--- config.mk ---
export PLATFORM = sky130hd
export DESIGN_NAME = movement_arbiter
export DESIGN_NICKNAME = d
export VERILOG_FILES = /design/src/rtl/movement_arbiter.sv
export SDC_FILE = /design/constraint.sdc
export NUM_CORES = 1
export LEC_CHECK = 0
export BUFFER_PORTS_ARGS = -buffer_cell sky130_fd_sc_hd__buf_2
export CAP_MARGIN = 0
export CELL_PAD_IN_SITES_DETAIL_PLACEMENT = 0
export CELL_PAD_IN_SITES_GLOBAL_PLACEMENT = 1
export CORE_ASPECT_RATIO = 0.8
export CORE_MARGIN = 4
export CORE_UTILIZATION = 30
export CTS_CLUSTER_DIAMETER = 80
export CTS_CLUSTER_SIZE = 8
export DETAILED_ROUTE_END_ITERATION = 7
export PLACE_DENSITY_LB_ADDON = 0.1
export SLEW_MARGIN = 20
export SYNTH_ARGS = -nofsm -noshare
export SYNTH_HDL_FRONTEND = slang
export SYNTH_SLANG_ARGS = --single-unit
--- constraint.sdc ---
create_clock -name clk -period 3.83 [get_ports clk]
set_input_delay 0.383 -clock clk [delete_from_list [all_inputs] [get_ports clk]]
set_output_delay 0.383 -clock clk [all_outputs]
set_load 0.01 [all_outputs]
--- src/rtl/movement_arbiter.sv ---
// movement_arbiter: checks requested piece cells against the locked board,
// answers commit/decline/steal and writes the piece into the board on a lock.
module movement_arbiter #(
  parameter int BOARD_H = 20,
  parameter int BOARD_W = 10
) (
  input  logic        clk,
  input  logic        reset,
  input  logic        movement_request,
  input  logic        movement_intent,
  input  logic [4:0]  P1blk_v,
  input  logic [4:0]  P2blk_v,
  input  logic [4:0]  P3blk_v,
  input  logic [4:0]  P4blk_v,
  input  logic [4:0]  P1blk_h,
  input  logic [4:0]  P2blk_h,
  input  logic [4:0]  P3blk_h,
  input  logic [4:0]  P4blk_h,
  input  logic [2:0]  volatile_blk_color,
  output logic        movement_commit,
  output logic        movement_declined,
  output logic        movement_steal,
  output logic [4:0]  board_raddr_h,
  output logic [4:0]  board_raddr_v,
  input  logic [2:0]  board_rdata,
  output logic        board_we,
  output logic [4:0]  board_waddr_h,
  output logic [4:0]  board_waddr_v,
  output logic [2:0]  board_wdata,
  output logic        lock_pulse,
  output logic [15:0] piece_count,
  output logic        arb_busy
);

  typedef enum logic [2:0] {
    IDLE, CHECK, DECIDE, COMMIT,
    DECLINE, LOCK, STEAL, WAIT_DROP
  } state_t;

  state_t          state;
  logic [3:0][4:0] in_h;
  logic [3:0][4:0] in_v;
  logic [3:0][4:0] lat_h;
  logic [3:0][4:0] lat_v;
  logic [3:0]      in_oob;
  logic [3:0]      oob;
  logic [3:0]      wr_ok;
  logic [2:0]      lat_color;
  logic            lat_intent;
  logic            hit;
  logic [2:0]      idx;
  logic [1:0]      nxt;
  logic [1:0]      prv;

  assign in_h = {P4blk_h, P3blk_h, P2blk_h, P1blk_h};
  assign in_v = {P4blk_v, P3blk_v, P2blk_v, P1blk_v};
  assign nxt  = idx[1:0] + 2'd1;
  assign prv  = idx[1:0] - 2'd1;

  // Bounds of the incoming cells and write legality of the shifted cells
  always_comb begin
    in_oob = '0;
    wr_ok  = '0;
    for (int k = 0; k < 4; k++) begin
      in_oob[k] = (in_h[k] >= 5'(BOARD_H)) |
                  (in_v[k] >= 5'(BOARD_W));
      wr_ok[k]  = (lat_h[k] != 5'd0) &&
                  ((lat_h[k] - 5'd1) < 5'(BOARD_H)) &&
                  (lat_v[k] < 5'(BOARD_W));
    end
  end

  // Arbitration state machine with registered outputs
  always_ff @(posedge clk) begin
    if (!reset) begin
      state             <= IDLE;
      lat_h             <= '0;
      lat_v             <= '0;
      oob               <= '0;
      lat_color         <= '0;
      lat_intent        <= 1'b0;
      hit               <= 1'b0;
      idx               <= '0;
      movement_commit   <= 1'b0;
      movement_declined <= 1'b0;
      movement_steal    <= 1'b0;
      board_raddr_h     <= '0;
      board_raddr_v     <= '0;
      board_we          <= 1'b0;
      board_waddr_h     <= '0;
      board_waddr_v     <= '0;
      board_wdata       <= '0;
      lock_pulse        <= 1'b0;
      piece_count       <= '0;
      arb_busy          <= 1'b0;
    end else begin
      unique case (state)
        IDLE: begin
          if (movement_request) begin
            lat_h         <= in_h;
            lat_v         <= in_v;
            oob           <= in_oob;
            lat_color     <= volatile_blk_color;
            lat_intent    <= movement_intent;
            hit           <= 1'b0;
            idx           <= '0;
            board_raddr_h <= in_h[0];
            board_raddr_v <= in_v[0];
            arb_busy      <= 1'b1;
            state         <= CHECK;
          end
        end
        CHECK: begin
          if (idx != 3'd0)
            hit <= hit | ((board_rdata != 3'd0) & ~oob[prv]);
          if (idx < 3'd3) begin
            board_raddr_h <= lat_h[nxt];
            board_raddr_v <= lat_v[nxt];
          end
          if (idx == 3'd4) begin
            state <= DECIDE;
          end else begin
            idx <= idx + 3'd1;
          end
        end
        DECIDE: begin
          if (!(hit | (|oob))) begin
            movement_commit <= 1'b1;
            state           <= COMMIT;
          end else if (lat_intent) begin
            movement_declined <= 1'b1;
            state             <= DECLINE;
          end else begin
            idx           <= '0;
            board_we      <= wr_ok[0];
            board_waddr_h <= lat_h[0] - 5'd1;
            board_waddr_v <= lat_v[0];
            board_wdata   <= lat_color;
            state         <= LOCK;
          end
        end
        COMMIT: begin
          movement_commit <= 1'b0;
          state           <= WAIT_DROP;
        end
        DECLINE: begin
          if (!movement_request) begin
            movement_declined <= 1'b0;
            arb_busy          <= 1'b0;
            state             <= IDLE;
          end
        end
        LOCK: begin
          if (idx == 3'd3) begin
            board_we       <= 1'b0;
            piece_count    <= piece_count + 16'd1;
            lock_pulse     <= 1'b1;
            movement_steal <= 1'b1;
            state          <= STEAL;
          end else begin
            idx           <= idx + 3'd1;
            board_we      <= wr_ok[nxt];
            board_waddr_h <= lat_h[nxt] - 5'd1;
            board_waddr_v <= lat_v[nxt];
          end
        end
        STEAL: begin
          lock_pulse <= 1'b0;
          if (!movement_request) begin
            movement_steal <= 1'b0;
            arb_busy       <= 1'b0;
            state          <= IDLE;
          end
        end
        WAIT_DROP: begin
          if (!movement_request) begin
            arb_busy <= 1'b0;
            state    <= IDLE;
          end
        end
        default: state <= IDLE;
      endcase
    end
  end

endmodule

Word-level counts from Yosys, hierarchy flattened:

Index checks and enable logic that the tools add are counted.

* register bits after elaboration: 100
* word-level logic and storage cells: 177

* add/sub/neg operators: 9
* order comparisons: 19
* eq/ne operators: 23
* mux-type cells: 53
* bitwise operators: 9
* reduce and logical (&&, ||, !) cells: 38

Operators with widths (number)
* $mux 5: 12
* $pmux 5 s2: 4
* $mux 3: 10
* $ne 2x2->1 const B: 14
* $sub 5x1->5 const B: 5
* $bmux 5 s2: 2
* $ge 5x4->1 const B: 4
* $ge 5x5->1 const B: 4
* $lt 5x4->1 const B: 4
* $lt 5x5->1 const B: 4
* $reduce_bool 5->1: 4
* $pmux 3 s6: 1
* $reduce_and 3->1: 6
* $add 16x1->16 const B: 1
* $eq 3x3->1 const B: 5
* $mux 1: 14
* $pmux 1 s2: 7
* $pmux 3 s4: 1
* $reduce_and 4->1: 3
* $reduce_bool 2->1: 6
* $eq 3x2->1 const B: 3
* $logic_and 1x1->1: 8
* $reduce_and 2->1: 4
* $lt 2x3->1 const B: 2
* 15 further kinds: 23

Longest topological paths before layout:

* depth in word-level cells: 8
* depth in mapped cells: 10

Worst setup path after synthesis:

No wires, ideal clock.

* kind: reg2reg
* start: register idx[0]
* end: register board_waddr_h[4]
* library setup time: 125 ps
* arrival: 2032 ps
* data required time: 3705 ps
* slack: 1673 ps
* stages on the path, launching flop included: 11
* path buffers: 2
* path through: dfxtp_1 buf_4 inv_1 ha_1 buf_2 mux4_2 inv_1 ha_1 nand2_1 xor2_1 o221ai_2

* word-level cells in the longest chain between the ends: 6
* elaborated cells on any way between the ends: 9
* classes of those cells: 2 x add/sub; 2 x eq/ne; 4 x mux; 1 x reduce/logical

RTL lines
* from (decl): line 51 `logic [2:0] idx;`
* from (signal assigned): line 123 `idx <= idx + 3'd1;`
* from (signal assigned): line 161 `idx <= idx + 3'd1;`
* $add 2x1->2: line 57 `assign nxt = idx[1:0] + 2'd1;`
* $bmux 5 s2: line 163 `board_waddr_h <= lat_h[nxt] - 5'd1;`
* $mux 5 (not written as such): line 163
* $sub 5x1->5: line 163
* $mux 5: line 154 `if (idx == 3'd3) begin`
* $pmux 5 s2: line 97 `unique case (state)`
* to (signal assigned): line 136 `board_waddr_h <= lat_h[0] - 5'd1;`
* to (signal assigned): line 163
* to (decl): line 27 `output logic [4:0] board_waddr_h,`

Parallel ways exist; a longest one is shown, timed or not. The select of a mux whose other input is x is not followed.
A chain may end at the register's enable or synchronous reset.

Final worst setup path:

* start: register state[2]
* end: register piece_count[12]

* word-level cells in the longest chain between the ends: 2

RTL lines
* from (decl): line 40 `state_t state;`
* from (signal assigned): line 76 `state <= IDLE;`
* from (signal assigned): line 110 `state <= CHECK;`
* from (signal assigned): line 121 `state <= DECIDE;`
* $eq 3x3->1: line 97
* $reduce_and 2->1 (no source line)
* to (signal assigned): line 156 `piece_count <= piece_count + 16'd1;`
* to (decl): line 31 `output logic [15:0] piece_count,`

No other way between the ends.

==> impl_summary.txt <==
----------------------------------------------------
[Critical path]
  Type of element capturing the critical path ... flip-flop
  Arrival @ worst endpoint ... 2.48 ns
  Worst r2r dst ... piece_count[12]
  Required time of the worst setup path ... 4.04 ns
  Crit Path Max Fanout ... 17
  R2R depth ... 6
  Kind of start point of the critical path ... flip-flop
  Crit Reg-Reg Startpoint ... state[2]
  Worst Setup EP ... piece_count[12]
  Launching instance or port of the critical path ... state[2]
  Critical path class ... reg -> reg
  Worst-case register-to-register setup slack ... 1.56 ns

[STA]
  Share of the clock period used by the worst path after layout ... 59.3%
  Least setup slack across all paths after layout ... 1.56 ns
  Setup repair after global routing missed its margin ... false
  Worst hold slack ... 0.264 ns
  Relative slew slack ... 38.1%
  Final number of setup-violating endpoints ... 0
  Final-report hold violation count ... 0
  Worst Clk Skew ... 0.00806 ns
  Setup Total Neg Slack ... 0 ns
  Final critical path time including I/O delays and setup ... 2.27 ns
  Slew @ Worst Pin ... 0.927 ns
  Maximum clock rate ... 440 MHz
  Slew Viols, Final ... 0

[Routing]
  Via density per instance ... 4.96
  Routed metal-1 wirelength ... 7.56 mm
  First drt pass iteration count ... 7
  Topmost layer with routed signal wires ... met4
  Overall routed net length ... 14.1 mm
  Total met2 wirelength after detailed routing ... 5.50 mm
  Antenna Nets Post-Route ... 0
  1st-iter DRT viols ... 314
  Routed wirelength normalized by instance count ... 16.7 µm
  Routed wire length on met3 ... 894 µm
  Remaining routing DRC violations ... 0
  Via count ... 4,171

[Synthesis]
  Most common cell in the synthesized netlist ... sky130_fd_sc_hd__nand2_1
  Summed instance area of the synthesized netlist ... 4770 µm²
  Sequential share of the synthesized area ... 42.0%
  Warnings, synthesis ... 0
  Fraction of synthesized cell area taken by the top area cell type ... 42.0%
  Synthesized instance count ... 551
  Largest cells by area after synthesis ... sky130_fd_sc_hd__dfxtp_1 42%, sky130_fd_sc_hd__nand2_1 8.2%, sky130_fd_sc_hd__a21oi_1 5.8%
  Mean Syn Cell Area ... 8.66 µm²
  Syn nets ... 607
  Async S/R FF share, synth ... 0%
  Number of distinct library cells after synthesis ... 55
  Post-synth EDFFs ... 0
  Most frequent cells after synthesis ... 104 x sky130_fd_sc_hd__nand2_1, 100 x sky130_fd_sc_hd__dfxtp_1, 55 x sky130_fd_sc_hd__a21oi_1
  Top flip-flop cell by instance count after synthesis ... sky130_fd_sc_hd__dfxtp_1
  Area leader, netlist ... sky130_fd_sc_hd__dfxtp_1
  Number of storage elements in the synthesis netlist ... 100

[Hold path]
  Type of the most critical hold path ... in -> reg

[Floorplan]
  Die span in x ... 149 µm
  Die outline area ... 18,000 µm²
  Number of core rows ... 40
  Initial Utilization ... 31.2%
  I/O pin count ... 95
  Die Span Y ... 121 µm
  Core ar. ... 15,300 µm²

[Global route]
  Largest net degree at the start of global routing ... 54
  Total overflow reported by the global router ... 0
  Number of antenna violations at the first check in global routing ... 0
  GRT Total Usage ... 16.0%
  Wire length of the first global-routing pass ... 22.7 mm
  Via count of the first global-routing pass ... 3,977

[Pwr]
  Leakage dissipation ... 2.35 nW
  Maximum vdd ir drop ... 0.204 mV
  Total Power Consumption ... 2.31 mW
  Power Density ... 405 nW/µm²

[Clock network]
  Number of setup buffers added after CTS ... 0
  Number of sinks driven by the clock tree ... 100
  Clock Root Buffer ... sky130_fd_sc_hd__clkbuf_16
  # H-tree levels ... 3
  Number of hold buffers added after cts ... 0
  Clk slew on worst S/H paths ... 0.07 ns
  Clock tree from TritonCTS ... done
  TritonCTS buffer count ... 9
  Cts repair resizes ... 0
  Clock latency reported for the late side of the worst-skew pair ... 0.35 ns
  Clock tree buffer depth ... 2

[Placement]
  Weighted congestion reported at the end of routability-driven placement ... 0.785
  Buffers added on ports ... 94
  Worst setup slack before clock tree synthesis ... 1.56 ns
  Detailed placement HPWL ... 10.2 mm

[Run status]
  Result of the run ... finished, final reports clean

[Cells and area]
  Layout cells sized above 1 ... 23.3%
  Nets ... 682
  Relative area change from synthesis to final layout ... 19.5%
  Antenna diode count ... 0
  Utilization of the core after routing ... 37.2%

[Flow run]
  # Max-Cap Violations ... 0

----------------------------------------------------
## cells in the final DEF, fill, tap and decap left out, drive strengths merged, types with 2 or more instances in the layout
cell and n:
mux2i 26, mux4 11, and2 3, nand2 104, nand4 6, a31oi 4, and4 2, nor2 54
nand3b 5, and3 4, nand3 12, xnor2 6, dfxtp 100, clkbuf 12, nor4 2, or2 2
o211ai 3, nor4b 2, clkinv 2, ha 6, nor3 5, a211oi 18, xor2 15, o22ai 7
buf 100, o221a 2, o21a 5, o31ai 2, or4 5, inv 15, o21ai 24, a21oi 56
## power by group
| group | switching, mW | internal [mW] | total (mW) |
|---|---|---|---|
| clock | 0.418 | 0.464 | 0.883 |
| sequential | 0.0432 | 1.08 | 1.13 |
| combinational | 0.173 | 0.124 | 0.297 |
| total | 0.634 | 1.67 | 2.31 |
## layout make-up
class	instances	area, µm²
Clock buffer	12	246
Timing Repair Buffer	100	528
Multi-Input combinational cell	401	2570
Sequential cell	100	2000
Fill cell	1644	9610
Tap cell	210	263
Inverter	14	52.6
Clock inverter	4	33.8
## how the worst min path moves through the flow
| stage | startpoint | to | cells after the start |
|---|---|---|---|
| 2_1_floorplan | lat_v[10] | lat_v[10] | 2 |
| 3_3_place_gp | lat_color[2] | lat_color[2] | 2 |
| 3_5_place_dp | lat_color[1] | lat_color[1] | 2 |
| 4_1_cts | volatile_blk_color[1] | lat_color[1] | 3 |
| 5_1_grt | volatile_blk_color[0] | lat_color[0] | 3 |
| 6_report | volatile_blk_color[1] | lat_color[1] | 3 |
## critical path, cell delays in order, from the launching register on
cell                       delay (ns)
sky130_fd_sc_hd__dfxtp_1         0.75
sky130_fd_sc_hd__nand3b_4        0.36
sky130_fd_sc_hd__nor4_1          0.40
sky130_fd_sc_hd__buf_4           0.24
sky130_fd_sc_hd__nand4_1         0.13
sky130_fd_sc_hd__xor2_1          0.17
sky130_fd_sc_hd__nor2_1          0.05
## state kept, by name (all words and copies together), names as in the netlist, 3 cells and up
name / count
lat_h: 20
lat_v: 20
piece_count: 16
board_raddr_h: 5
board_raddr_v: 5
board_waddr_h: 5
board_waddr_v: 5
oob: 4
board_wdata: 3
idx: 3
lat_color: 3
state: 3
## through the flow
step / cells / area [µm²]
after global placement: 825 / 5420
final: 841 / 5700
after global routing: 841 / 5700
after detailed placement: 825 / 5420
after floorplan: 551 / 4770
after CTS: 841 / 5700
## layer usage
layer	global-route usage, %	vias to the layer above
met3	4.08	9
met5	0	-
met1	25.5	1939
met2	21.1	132
met4	3.60	0
li1	-	2091
## cell families after synthesis
| family | count (synthesis) | share of synthesized area (%) |
|---|---|---|
| buf+inv | 50 | 4.35 |
| fa+ha+maj | 6 | 1.57 |
| flops | 100 | 42.0 |
| compound gates | 128 | 17.5 |
| simple gates | 209 | 20.0 |
| xor+xnor | 21 | 3.86 |
| mux | 37 | 10.7 |
(Power assumes the default switching activity.)
